[src/rtl/key_expansion_ctrl.sv]
// ---------------------------------------------------------------------------
// key_expansion_ctrl
//
// Sequencer for an AES-128 key-expansion datapath built from four 32-bit
// word registers W0..W3. After a start request it loads the cipher key
// (round key 0), then derives each following round key one word per cycle.
// For every word it drives the register enable, the RotWord/SubWord/Rcon
// select and the Rcon constant. Each finished round key is offered to the
// cipher core through a valid/ready handshake before the next one is built.
//
// Parameters
//   NUM_ROUNDS  number of round keys after round key 0 (round_idx 0..NUM_ROUNDS)
//   RCON_INIT   Rcon value used to compute round key 1
//
// Ports
//   Clk         in   1  clock, rising edge
//   Rst         in   1  synchronous reset, active-high
//   start       in   1  begin an expansion; only looked at while idle
//   rk_ready    in   1  consumer takes the round key currently offered
//   busy        out  1  high whenever the sequencer is not idle
//   key_load    out  1  select the cipher key as W0..W3 input (load cycle)
//   word_en     out  4  one-hot write enable for W0..W3 (all ones on load)
//   subrot_sel  out  1  route through RotWord/SubWord/Rcon (first word of a round)
//   rcon        out  8  Rcon for the round currently being computed
//   round_idx   out  4  index of the round key held in W0..W3
//   rk_valid    out  1  W0..W3 hold round key round_idx
//   done        out  1  one-cycle pulse after the last round key is taken
//
// Round-key handshake:
//   rk_valid is high exactly while in HOLD. A round key is transferred on a
//   rising edge where rk_valid and rk_ready are both high. While rk_valid is
//   high and rk_ready is low every output is held constant. rk_valid is never
//   high together with any word_en bit, so W0..W3 cannot change while offered.
//
// Every output is decoded from registered state only; no input reaches an
// output combinationally.
// ---------------------------------------------------------------------------
module key_expansion_ctrl #(
    parameter int unsigned NUM_ROUNDS = 10,
    parameter logic [7:0]  RCON_INIT  = 8'h01
) (
    input  logic       Clk,
    input  logic       Rst,
    input  logic       start,
    input  logic       rk_ready,
    output logic       busy,
    output logic       key_load,
    output logic [3:0] word_en,
    output logic       subrot_sel,
    output logic [7:0] rcon,
    output logic [3:0] round_idx,
    output logic       rk_valid,
    output logic       done
);

    typedef enum logic [2:0] {
        ST_IDLE   = 3'd0,
        ST_LOAD   = 3'd1,
        ST_HOLD   = 3'd2,
        ST_EXPAND = 3'd3,
        ST_DONE   = 3'd4
    } state_t;

    localparam logic [3:0] LAST_ROUND = 4'(NUM_ROUNDS);

    state_t     state_q;
    state_t     state_d;
    logic [1:0] j_q;
    logic [1:0] j_d;
    logic [3:0] round_q;
    logic [3:0] round_d;
    logic [7:0] rcon_q;
    logic [7:0] rcon_d;

    // Multiply by x in GF(2^8) with the AES reduction polynomial.
    function automatic logic [7:0] xtime(input logic [7:0] x);
        return {x[6:0], 1'b0} ^ (x[7] ? 8'h1B : 8'h00);
    endfunction

    // ------------------------------------------------------------------
    // State register
    // ------------------------------------------------------------------
    always_ff @(posedge Clk) begin
        if (Rst) begin
            state_q <= ST_IDLE;
            j_q     <= 2'd0;
            round_q <= 4'd0;
            rcon_q  <= RCON_INIT;
        end else begin
            state_q <= state_d;
            j_q     <= j_d;
            round_q <= round_d;
            rcon_q  <= rcon_d;
        end
    end

    // ------------------------------------------------------------------
    // Next-state logic
    // ------------------------------------------------------------------
    always_comb begin
        state_d = state_q;
        j_d     = j_q;
        round_d = round_q;
        rcon_d  = rcon_q;

        case (state_q)
            ST_IDLE: begin
                // round_idx keeps the final value of the previous run while
                // idle; it and rcon are re-initialised only on the way into
                // LOAD so the load cycle already shows round 0.
                if (start) begin
                    state_d = ST_LOAD;
                    j_d     = 2'd0;
                    round_d = 4'd0;
                    rcon_d  = RCON_INIT;
                end
            end

            ST_LOAD: begin
                state_d = ST_HOLD;
            end

            ST_HOLD: begin
                if (rk_ready) begin
                    j_d = 2'd0;
                    if (round_q == LAST_ROUND) begin
                        state_d = ST_DONE;
                    end else begin
                        state_d = ST_EXPAND;
                    end
                end
            end

            ST_EXPAND: begin
                j_d = j_q + 2'd1;
                // Fourth word written: the new round key is complete. Rcon
                // advances here so it is already correct for the next round.
                if (j_q == 2'd3) begin
                    state_d = ST_HOLD;
                    j_d     = 2'd0;
                    round_d = round_q + 4'd1;
                    rcon_d  = xtime(rcon_q);
                end
            end

            ST_DONE: begin
                state_d = ST_IDLE;
            end

            default: begin
                state_d = ST_IDLE;
                j_d     = 2'd0;
            end
        endcase
    end

    // ------------------------------------------------------------------
    // Output decode (registered state only)
    // ------------------------------------------------------------------
    always_comb begin
        busy       = 1'b0;
        key_load   = 1'b0;
        word_en    = 4'b0000;
        subrot_sel = 1'b0;
        rk_valid   = 1'b0;
        done       = 1'b0;

        case (state_q)
            ST_IDLE: begin
                busy = 1'b0;
            end

            ST_LOAD: begin
                busy     = 1'b1;
                key_load = 1'b1;
                word_en  = 4'b1111;
            end

            ST_HOLD: begin
                busy     = 1'b1;
                rk_valid = 1'b1;
            end

            ST_EXPAND: begin
                busy       = 1'b1;
                word_en    = 4'b0001 << j_q;
                subrot_sel = (j_q == 2'd0);
            end

            ST_DONE: begin
                busy = 1'b1;
                done = 1'b1;
            end

            default: begin
                busy = 1'b0;
            end
        endcase
    end

    assign rcon      = rcon_q;
    assign round_idx = round_q;

endmodule

[config.mk]
export PLATFORM = sky130hd
export DESIGN_NAME = key_expansion_ctrl
export DESIGN_NICKNAME = d
export VERILOG_FILES = /design/src/rtl/key_expansion_ctrl.sv
export SDC_FILE = /design/constraint.sdc
export NUM_CORES = 1
export LEC_CHECK = 0
export ABC_AREA = 1
export CAP_MARGIN = 10
export CORE_MARGIN = 2
export CORE_UTILIZATION = 40
export CTS_CLUSTER_DIAMETER = 30
export DETAILED_ROUTE_END_ITERATION = 10
export PLACE_DENSITY = 0.73
export REMOVE_ABC_BUFFERS = 1
export SETUP_SLACK_MARGIN = 0.1
export SYNTH_ARGS = -nofsm -noshare
export SYNTH_HDL_FRONTEND = slang
export SYNTH_SLANG_ARGS = --single-unit
[constraint.sdc]
create_clock -name Clk -period 1.5 [get_ports Clk]
set_input_delay 0.45 -clock Clk [delete_from_list [all_inputs] [get_ports Clk]]
set_output_delay 0.45 -clock Clk [all_outputs]
set_load 0.01 [all_outputs]
==> impl_table.tex, run 1 <==
\begin{tabular}{lr}
\hline
Metric & Value \\
\hline
\multicolumn{2}{l}{\textbf{Timing}} \\
\quad Hold violation count in the final report & 0 \\
\quad Crit share post-route & 114.1\% \\
\quad Final critical delay including setup and external delays & 1.712 ns \\
\quad Min setup slack post-route & -0.2120 ns \\
\quad Clock skew after layout & 0.005740 ns \\
\quad Setup repair after global routing missed its margin & true \\
\quad Peak Freq & 584.1 MHz \\
\quad Final Setup Violations & 9 \\
\quad Total negative slack for setup checks & -1.387 ns \\
\quad Max-slew violation total from the final report & 0 \\
\quad Headroom to the max-slew limit & 76.64\% \\
\quad Tightest Pin Transition & 0.3478 ns \\
\quad Worst-case hold slack & 0.5186 ns \\
\multicolumn{2}{l}{\textbf{Yosys}} \\
\quad Post-Synthesis Cells & 165 \\
\quad Distinct cell type count of the synthesized netlist & 18 \\
\quad Cell area after technology mapping & 1056 µm² \\
\quad Cell types occupying the most area after synthesis & dfxtp\_1 (32\%), nand2\_1 (15\%), inv\_1 (9.6\%) \\
\quad FF+latch count, synth & 17 \\
\quad Post-synth top cells & nand2\_1 (43), inv\_1 (27), nor2\_1 (24) \\
\quad Area share of the largest cell type after synthesis & 32.23\% \\
\quad Sequential element share of the synthesized area & 32.23\% \\
\quad Syn Area/Cell & 6.400 µm² \\
\quad Yosys warning total & 0 \\
\quad Leading cell type by number of instances after synthesis & nand2\_1 \\
\quad Area leader, netlist & dfxtp\_1 \\
\quad Count of flip-flops with a built-in enable after synthesis & 0 \\
\quad Primary flip-flop cell chosen by synthesis mapping & dfxtp\_1 \\
\quad Async SR Flop Fraction & 0\% \\
\multicolumn{2}{l}{\textbf{Route}} \\
\quad Wire per inst & 16.91 µm \\
\quad Detailed router's first-iteration violation count & 57 \\
\quad Vias per cell & 5.502 \\
\quad Detailed-route via count & 1425 \\
\quad Antenna-violating nets left & 0 \\
\quad Number of optimization iterations in the first detailed-route pass & 4 \\
\quad Sum of routed wire length over all layers & 4379 µm \\
\quad Number of DRC violations after detailed routing & 0 \\
\multicolumn{2}{l}{\textbf{Global route}} \\
\quad Remaining Overflow, GRT & 0 \\
\quad Largest net degree at the start of global routing & 13 \\
\quad GRT Util Overall & 24.85\% \\
\quad Wire length of the first global-routing pass & 6168 µm \\
\quad Initial antenna violation count & 0 \\
\quad Vias in the first global route & 1373 \\
\multicolumn{2}{l}{\textbf{Clocking}} \\
\quad Number of buffers inserted during clock tree synthesis & 3 \\
\quad Number of levels in the clock H-tree & 1 \\
\quad Clock Sinks & 17 \\
\quad Clock latency on the worst-skew pair & 0.31 ns \\
\quad Clock root buffer master & clkbuf\_4 \\
\quad Clock Pin Slew Worst Setup and Hold Paths & 0.12 ns \\
\quad Hold buffer count at cts & 0 \\
\quad CTS tree & yes \\
\quad Clock Path Buffers & 2 \\
\multicolumn{2}{l}{\textbf{Power and ir drop}} \\
\quad Sequential Power Share & 19.7\% \\
\quad Overall Power & 4.394 mW \\
\quad Power dissipated by switching net loads & 2.025 mW \\
\quad Proportion of power drawn by combinational gates & 74.1\% \\
\quad Total power per unit cell area & 2227 nW/µm² \\
\quad Power share of the clock group & 6.2\% \\
\quad Switching portion of total power & 46.08\% \\
\quad IR drop worst, VDD & 0.001937 V \\
\quad Static Leak & 0.9752 nW \\
\quad Internal Dissipation & 2.369 mW \\
\multicolumn{2}{l}{\textbf{Floorplan}} \\
\quad Die Span X & 55.38 µm \\
\quad Die height & 55.38 µm \\
\quad CORE AREA & 2500 µm² \\
\quad Starting density of the core & 42.24\% \\
\quad Die Footprint & 3067 µm² \\
\quad I/O pin count & 25 \\
\quad Placement row count & 18 \\
\multicolumn{2}{l}{\textbf{Worst setup path}} \\
\quad CP required & 1.05 ns \\
\quad Crit path arrival time & 1.26 ns \\
\quad Crit path kind & reg -> out \\
\quad Slowest CP cell & dfxtp\_4 \\
\quad Critical path endpoint category & output port \\
\quad Worst-path fanout max & 4 \\
\quad CP max stage delay & 0.41 ns \\
\quad CP cell instances & inv\_2 -> nor2\_2 -> nand2\_1 -> nand4\_1 -> buf\_2 \\
\quad Critical path launch point type & flop \\
\multicolumn{2}{l}{\textbf{Place}} \\
\quad Instance area after placement & 1493 µm² \\
\quad Last weighted congestion value of the routability-driven placer & 0.8718 \\
\quad Count of buffers from port buffering & 24 \\
\quad Worst slack after detailed placement & -0.3387 ns \\
\quad DP Wirelength & 2053 µm \\
\quad Placed cells & 237 \\
\multicolumn{2}{l}{\textbf{Layout}} \\
\quad Final antenna diode count & 0 \\
\quad Final core area utilization & 78.93\% \\
\quad Post-Layout Inst Area & 1973 µm² \\
\quad Fraction of final layout cells sized beyond drive strength 1 & 53.71\% \\
\quad Area Growth Syn to Fin & 86.85\% \\
\quad Net count reported at finish & 241 \\
\quad Final std cells w/o fill & 259 \\
\multicolumn{2}{l}{\textbf{Run status}} \\
\quad Violations in the final reports & negative setup slack \\
\quad Run status & finished, violations left \\
\multicolumn{2}{l}{\textbf{Job}} \\
\quad Max capacitance violation total & 0 \\
\multicolumn{2}{l}{\textbf{Hold path}} \\
\quad Worst hold-check path type & reg -> reg \\
\hline
\end{tabular}
==> power by group through the flow <==
stage / combinational [mW] / sequential, mW / clock, mW
3_3_place_gp: 1.91 / 0.764 / 0
5_1_grt: 3.43 / 0.883 / 0.297
2_1_floorplan: 0.915 / 0.837 / 0
3_5_place_dp: 1.95 / 0.783 / 0
6_report: 3.26 / 0.863 / 0.274
4_1_cts: 2.82 / 0.825 / 0.264
==> area by class of cell <==
class / instances / area [µm²]
Multi-Input combinational cell: 116 / 804.5
Sequential cell: 17 / 370.4
Clock inverter: 1 / 5.005
Tap cell: 30 / 37.54
Fill cell: 150 / 526.8
Timing Repair Buffer: 64 / 623.1
Inverter: 28 / 110.1
Clock buffer: 3 / 22.52
==> flip-flops by register name, summed over array words and instances, names as in the netlist <==
register	count
rcon	8
round_idx	4
state_q	3
j_q	2
==> cells in the final DEF, fill, tap and decap left out, types with 7 or more instances in the layout <==
master	netlist	layout
buf_6	2	7
nand2_1	43	29
buf_4	0	26
nand2_2	2	9
a21oi_2	0	10
inv_1	27	22
nand2_4	0	7
nor2_1	24	18
==> critical path: cells and delay by family (launching register included) <==
| family | cells | cell delay, ns |
|---|---|---|
| DFF | 1 | 0.41 |
| buffers and inverters | 2 | 0.23 |
| and+or+nand+nor | 3 | 0.31 |
==> logic make-up (layout without fill, tap and decap cells) <==
kind of cell	Yosys count	after routing	synth area share [%]
xor gates and xnor gates	1	1	0.8295
DFF	17	17	32.23
AOI/OAI and AO/OA	16	16	7.583
buffers and inverters	32	96	12.91
adders and majority gates	7	7	8.293
and+or+nand+nor	92	92	38.15
==> per-layer routing <==
layer | GRT usage [%] | up-vias | share of wire [%]
met1 | 30.09 | 683 | 38
li1 | - | 649 | -
met3 | 6.089 | 16 | 6.8
met4 | 7.317 | 0 | 3.5
met5 | 0 | - | 0
met2 | 43.20 | 77 | 51
==> path summary, 6_finish.rpt <==
path,from,end,slack (ns),depth (start not counted)
hold / removal,rcon[6]$_SDFFE_PP0P_,rcon[7]$_SDFFE_PP0P_,0.52,2
setup reg to reg,state_q[0]$_SDFFE_PP0P_,rcon[1]$_SDFFE_PP0P_,0,7
setup / recovery,state_q[1]$_SDFFE_PP0P_,busy,-0.21,5
hold reg to reg,rcon[6]$_SDFFE_PP0P_,rcon[7]$_SDFFE_PP0P_,0.52,2
==> what timing repair did <==
| item | CTS | global route |
|---|---|---|
| buffers inserted | 13 | 8 |
| pin swaps | 11 | 17 |
| endpoints found under the hold margin | 0 | 0 |
| setup endpoints to repair | 36 | 37 |
| gates cloned | 3 | 0 |
| gates resized for setup | 115 | 47 |
No activity file was read; power rests on OpenSTA's default activity.
==> inputs of run 2 (changes only) <==
--- a/config.mk
+++ b/config.mk
@@ -7,9 +7,9 @@
 export LEC_CHECK = 0
 export ABC_AREA = 1
 export CAP_MARGIN = 10
-export CORE_MARGIN = 2
+export CORE_MARGIN = 10
 export CORE_UTILIZATION = 40
-export CTS_CLUSTER_DIAMETER = 30
+export CTS_CLUSTER_DIAMETER = 50
 export DETAILED_ROUTE_END_ITERATION = 10
 export PLACE_DENSITY = 0.73
 export REMOVE_ABC_BUFFERS = 1
==> run 2 against run 1 <==
  * The flow still finishes with violations (negative setup slack)
  * Die area is 66% higher
  * Combinational power is 22% lower
  * Largest power group unchanged
  * Design area is 7.2% lower
  * Highest routed layer unchanged
  * Worst setup slack better by 0.053 ns
==> impl_table.tex, run 2 (synthesis gave the netlist of run 1 again) <==
\begin{tabular}{lr}
\hline
Metric & Value \\
\hline
\multicolumn{2}{l}{\textbf{Worst setup path}} \\
\quad Slowest CP cell & dfxtp\_4 \\
\quad CP cell instances & buf\_6 -> nand2\_2 -> a21oi\_2 -> buf\_2 \\
\quad Critical path depth in cells & 4 (-1) \\
\quad Internal reg-to-reg setup slack & -0.03 ns (-0.03 ns) \\
\quad Critical path launch point type & flop \\
\quad End point of the critical path & word\_en[3] \\
\quad Worst r2r src & state\_q[0]\$\_SDFFE\_PP0P\_ \\
\quad Crit path kind & reg -> out \\
\quad Top delay family on crit path & flip-flops \\
\quad Critical path endpoint category & output port \\
\quad Path depth of the worst reg2reg path & 11 (+4) \\
\quad Critical path origin & state\_q[0]\$\_SDFFE\_PP0P\_ \\
\quad Crit path arrival time & 1.21 ns (-0.05 ns) \\
\quad CP max stage delay & 0.43 ns (+0.02 ns) \\
\quad Crit path buffers/inverters & 2 (unchanged) \\
\quad CP required & 1.05 ns (about the same) \\
\quad Terminus of the critical flop-to-flop path & rcon[5]\$\_SDFFE\_PP0P\_ \\
\quad Worst-path fanout max & 5 (+1) \\
\multicolumn{2}{l}{\textbf{Layout}} \\
\quad Net count reported at finish & 241 (unchanged) \\
\quad Fraction of final layout cells sized beyond drive strength 1 & 48.03\% (-5.7 points) \\
\quad Max FFs per register & 8 (unchanged) \\
\quad Layout filler cell count & 161 (+7.3\%) \\
\quad Final std cells w/o fill & 259 (unchanged) \\
\quad Final antenna diode count & 0 (unchanged) \\
\quad Leading cell type in the layout, fill and taps excluded & nand2\_1 \\
\quad Combined flip-flop and latch cell area & 361.6 µm² (-2.4\%) \\
\quad Most frequent cells in the layout & nand2\_1 (39), buf\_4 (31), inv\_1 (20), nor2\_1 (20), buf\_6 (12) \\
\quad Area Growth Syn to Fin & 73.46\% \\
\quad Footprint of the multi-input gates & 759.5 µm² (-5.6\%) \\
\multicolumn{2}{l}{\textbf{Power and ir drop}} \\
\quad Total power per unit cell area & 1996 nW/µm² (-10\%) \\
\quad Switching portion of total power & 46.78\% (+0.70 points) \\
\quad Overall Power & 3.657 mW (-17\%) \\
\quad Internal Dissipation & 1.946 mW (-18\%) \\
\quad Power dissipated by switching net loads & 1.711 mW (-16\%) \\
\quad Proportion of power drawn by combinational gates & 69.9\% (-4.2 points) \\
\quad Power share of the clock group & 6.9\% (+0.7 points) \\
\quad IR drop worst, VDD & 0.001567 V (-19\%) \\
\quad Sequential Power Share & 23.3\% (+3.6 points) \\
\quad Static Leak & 0.9116 nW (-6.5\%) \\
\multicolumn{2}{l}{\textbf{Timing}} \\
\quad Final Setup Violations & 17 (+8) \\
\quad Final critical delay including setup and external delays & 1.659 ns (-0.05308 ns) \\
\quad Crit share post-route & 110.6\% (-3.5 points) \\
\quad Tightest Pin Transition & 0.3328 ns (-0.01495 ns) \\
\quad Worst-case hold slack & 0.5295 ns (+0.01097 ns) \\
\quad Peak Freq & 602.8 MHz (+3.2\%) \\
\quad Clock skew after layout & 0.01439 ns (+0.008655 ns) \\
\quad Max-slew violation total from the final report & 0 (unchanged) \\
\quad Headroom to the max-slew limit & 77.75\% (+1.1 points) \\
\quad Min setup slack post-route & -0.1589 ns (+0.05308 ns) \\
\quad Hold violation count in the final report & 0 (unchanged) \\
\quad Setup repair after global routing missed its margin & true \\
\multicolumn{2}{l}{\textbf{Place}} \\
\quad Placed cells & 242 (+2.1\%) \\
\quad Count of buffers from port buffering & 24 (unchanged) \\
\quad Last weighted congestion value of the routability-driven placer & 0.9296 (+6.6\%) \\
\quad DP Wirelength & 2243 µm (+9.2\%) \\
\multicolumn{2}{l}{\textbf{Run status}} \\
\quad Violations in the final reports & negative setup slack \\
\quad Run status & finished, violations left \\
\multicolumn{2}{l}{\textbf{Clocking}} \\
\quad Clock Sinks & 17 (unchanged) \\
\quad Number of buffers inserted during clock tree synthesis & 3 (unchanged) \\
\quad Number of levels in the clock H-tree & 1 (unchanged) \\
\quad Clock Path Buffers & 2 (unchanged) \\
\quad Hold buffer count at cts & 0 (unchanged) \\
\quad Clock root buffer master & clkbuf\_4 \\
\quad Clock Pin Slew Worst Setup and Hold Paths & 0.11 ns (about the same) \\
\quad CTS tree & yes \\
\quad Clock latency on the worst-skew pair & 0.30 ns (about the same) \\
\multicolumn{2}{l}{\textbf{Route}} \\
\quad Detailed router's first-iteration violation count & 126 (+120\%) \\
\quad Number of DRC violations after detailed routing & 0 (unchanged) \\
\quad Antenna-violating nets left & 0 (unchanged) \\
\quad Wire per inst & 14.55 µm (-14\%) \\
\quad Detailed-route via count & 1302 (-8.6\%) \\
\quad Number of optimization iterations in the first detailed-route pass & 4 (unchanged) \\
\quad Sum of routed wire length over all layers & 3769 µm (-14\%) \\
\quad Vias per cell & 5.027 (-8.6\%) \\
\multicolumn{2}{l}{\textbf{Floorplan}} \\
\quad Starting density of the core & 42.24\% (unchanged) \\
\quad I/O pin count & 25 (unchanged) \\
\quad CORE AREA & 2500 µm² (unchanged) \\
\quad Die height & 71.38 µm (+29\%) \\
\quad Die Footprint & 5095 µm² (+66\%) \\
\quad Placement row count & 18 (unchanged) \\
\quad Die Span X & 71.38 µm (+29\%) \\
\multicolumn{2}{l}{\textbf{Global route}} \\
\quad Initial antenna violation count & 0 (unchanged) \\
\quad Wire length of the first global-routing pass & 5575 µm (-9.6\%) \\
\quad Remaining Overflow, GRT & 0 (unchanged) \\
\quad GRT Util Overall & 12.74\% (-12 points) \\
\quad Vias in the first global route & 1224 (-11\%) \\
\quad Largest net degree at the start of global routing & 10 (-3) \\
\multicolumn{2}{l}{\textbf{Job}} \\
\quad Max capacitance violation total & 0 (unchanged) \\
\multicolumn{2}{l}{\textbf{Hold path}} \\
\quad Worst hold-check path type & reg -> reg \\
\hline
\end{tabular}
run 2: changes by cell type in the layout (fill, tap and decap cells not counted), moves of 4 or more:
cell / previous run / this run
buf_6: 7 / 12
buf_12: 4 / 0
nand2_1: 29 / 39
nand2_4: 7 / 3
buf_4: 26 / 31
nand2_2: 9 / 3
run 2: final cells by class:
type                    count  area share (%)
multi-input cells         116           41.46
repair buffers             64           29.30
flip-flops and latches     17           19.74
inverters                  28           6.011
well taps                  30           2.049
clock buffers               4           1.434
run 2: worst min path at each step:
stage	start	to	cells after the start
detailed placement	rcon[2]$_SDFFE_PP0P_	rcon[2]$_SDFFE_PP0P_	2
finish	rcon[4]$_SDFFE_PP0P_	rcon[5]$_SDFFE_PP0P_	2
floorplan	rcon[2]$_SDFFE_PP0P_	rcon[2]$_SDFFE_PP0P_	2
global route	rcon[4]$_SDFFE_PP0P_	rcon[5]$_SDFFE_PP0P_	2
global placement	rcon[2]$_SDFFE_PP0P_	rcon[2]$_SDFFE_PP0P_	2
CTS	rcon[2]$_SDFFE_PP0P_	rcon[2]$_SDFFE_PP0P_	2
run 2: power by group through the flow:
stage,Combinational [mW],Clock [mW],Sequential [mW]
after floorplan,0.915,0,0.837
after global placement,1.96,0,0.759
after detailed placement,2.00,0,0.772
after CTS,2.22,0.259,0.793
after global routing,2.77,0.285,0.875
final,2.55,0.252,0.850
run 2: metrics by stage:
stage | setup TNS [ns] | utilization, % | setup WS, ns | instance area, µm²
floorplan | 0 | - | 0.03512 | 1025
CTS | -0.8820 | 67.57 | -0.1479 | 1689
global route | -2.333 | 73.27 | -0.2091 | 1832
finish | -1.121 | 73.27 | -0.1589 | 1832
detailed placement | -3.898 | 60.21 | -0.3075 | 1505
global placement | -3.480 | 60.21 | -0.2740 | 1505
run 2: per-layer routing:
layer | GRT usage (%) | vias up | part of all wire, % | wire [µm]
li1 | - | 643 | - | -
met1 | 13.40 | 593 | 36 | 1349
met2 | 23.33 | 56 | 53 | 2016
met3 | 5.096 | 10 | 8.0 | 302
met4 | 2.366 | 0 | 2.7 | 100
met5 | 0 | - | 0 | 0
run 2: worst register-to-register path: cells and delay by family, from the launching register on:
| kind | cells | cell delay, ns |
|---|---|---|
| AND/OR/NAND/NOR | 7 | 0.51 |
| buffers and inverters | 4 | 0.48 |
| flip-flops | 1 | 0.43 |
run 2: what timing repair did:
| action | 4_1_cts | 5_1_grt |
|---|---|---|
| gates cloned | 0 | 0 |
| setup buffers | 11 | 7 |
| pin swaps | 7 | 7 |
| gates resized for setup | 98 | 45 |
| endpoints found under the setup margin | 35 | 37 |
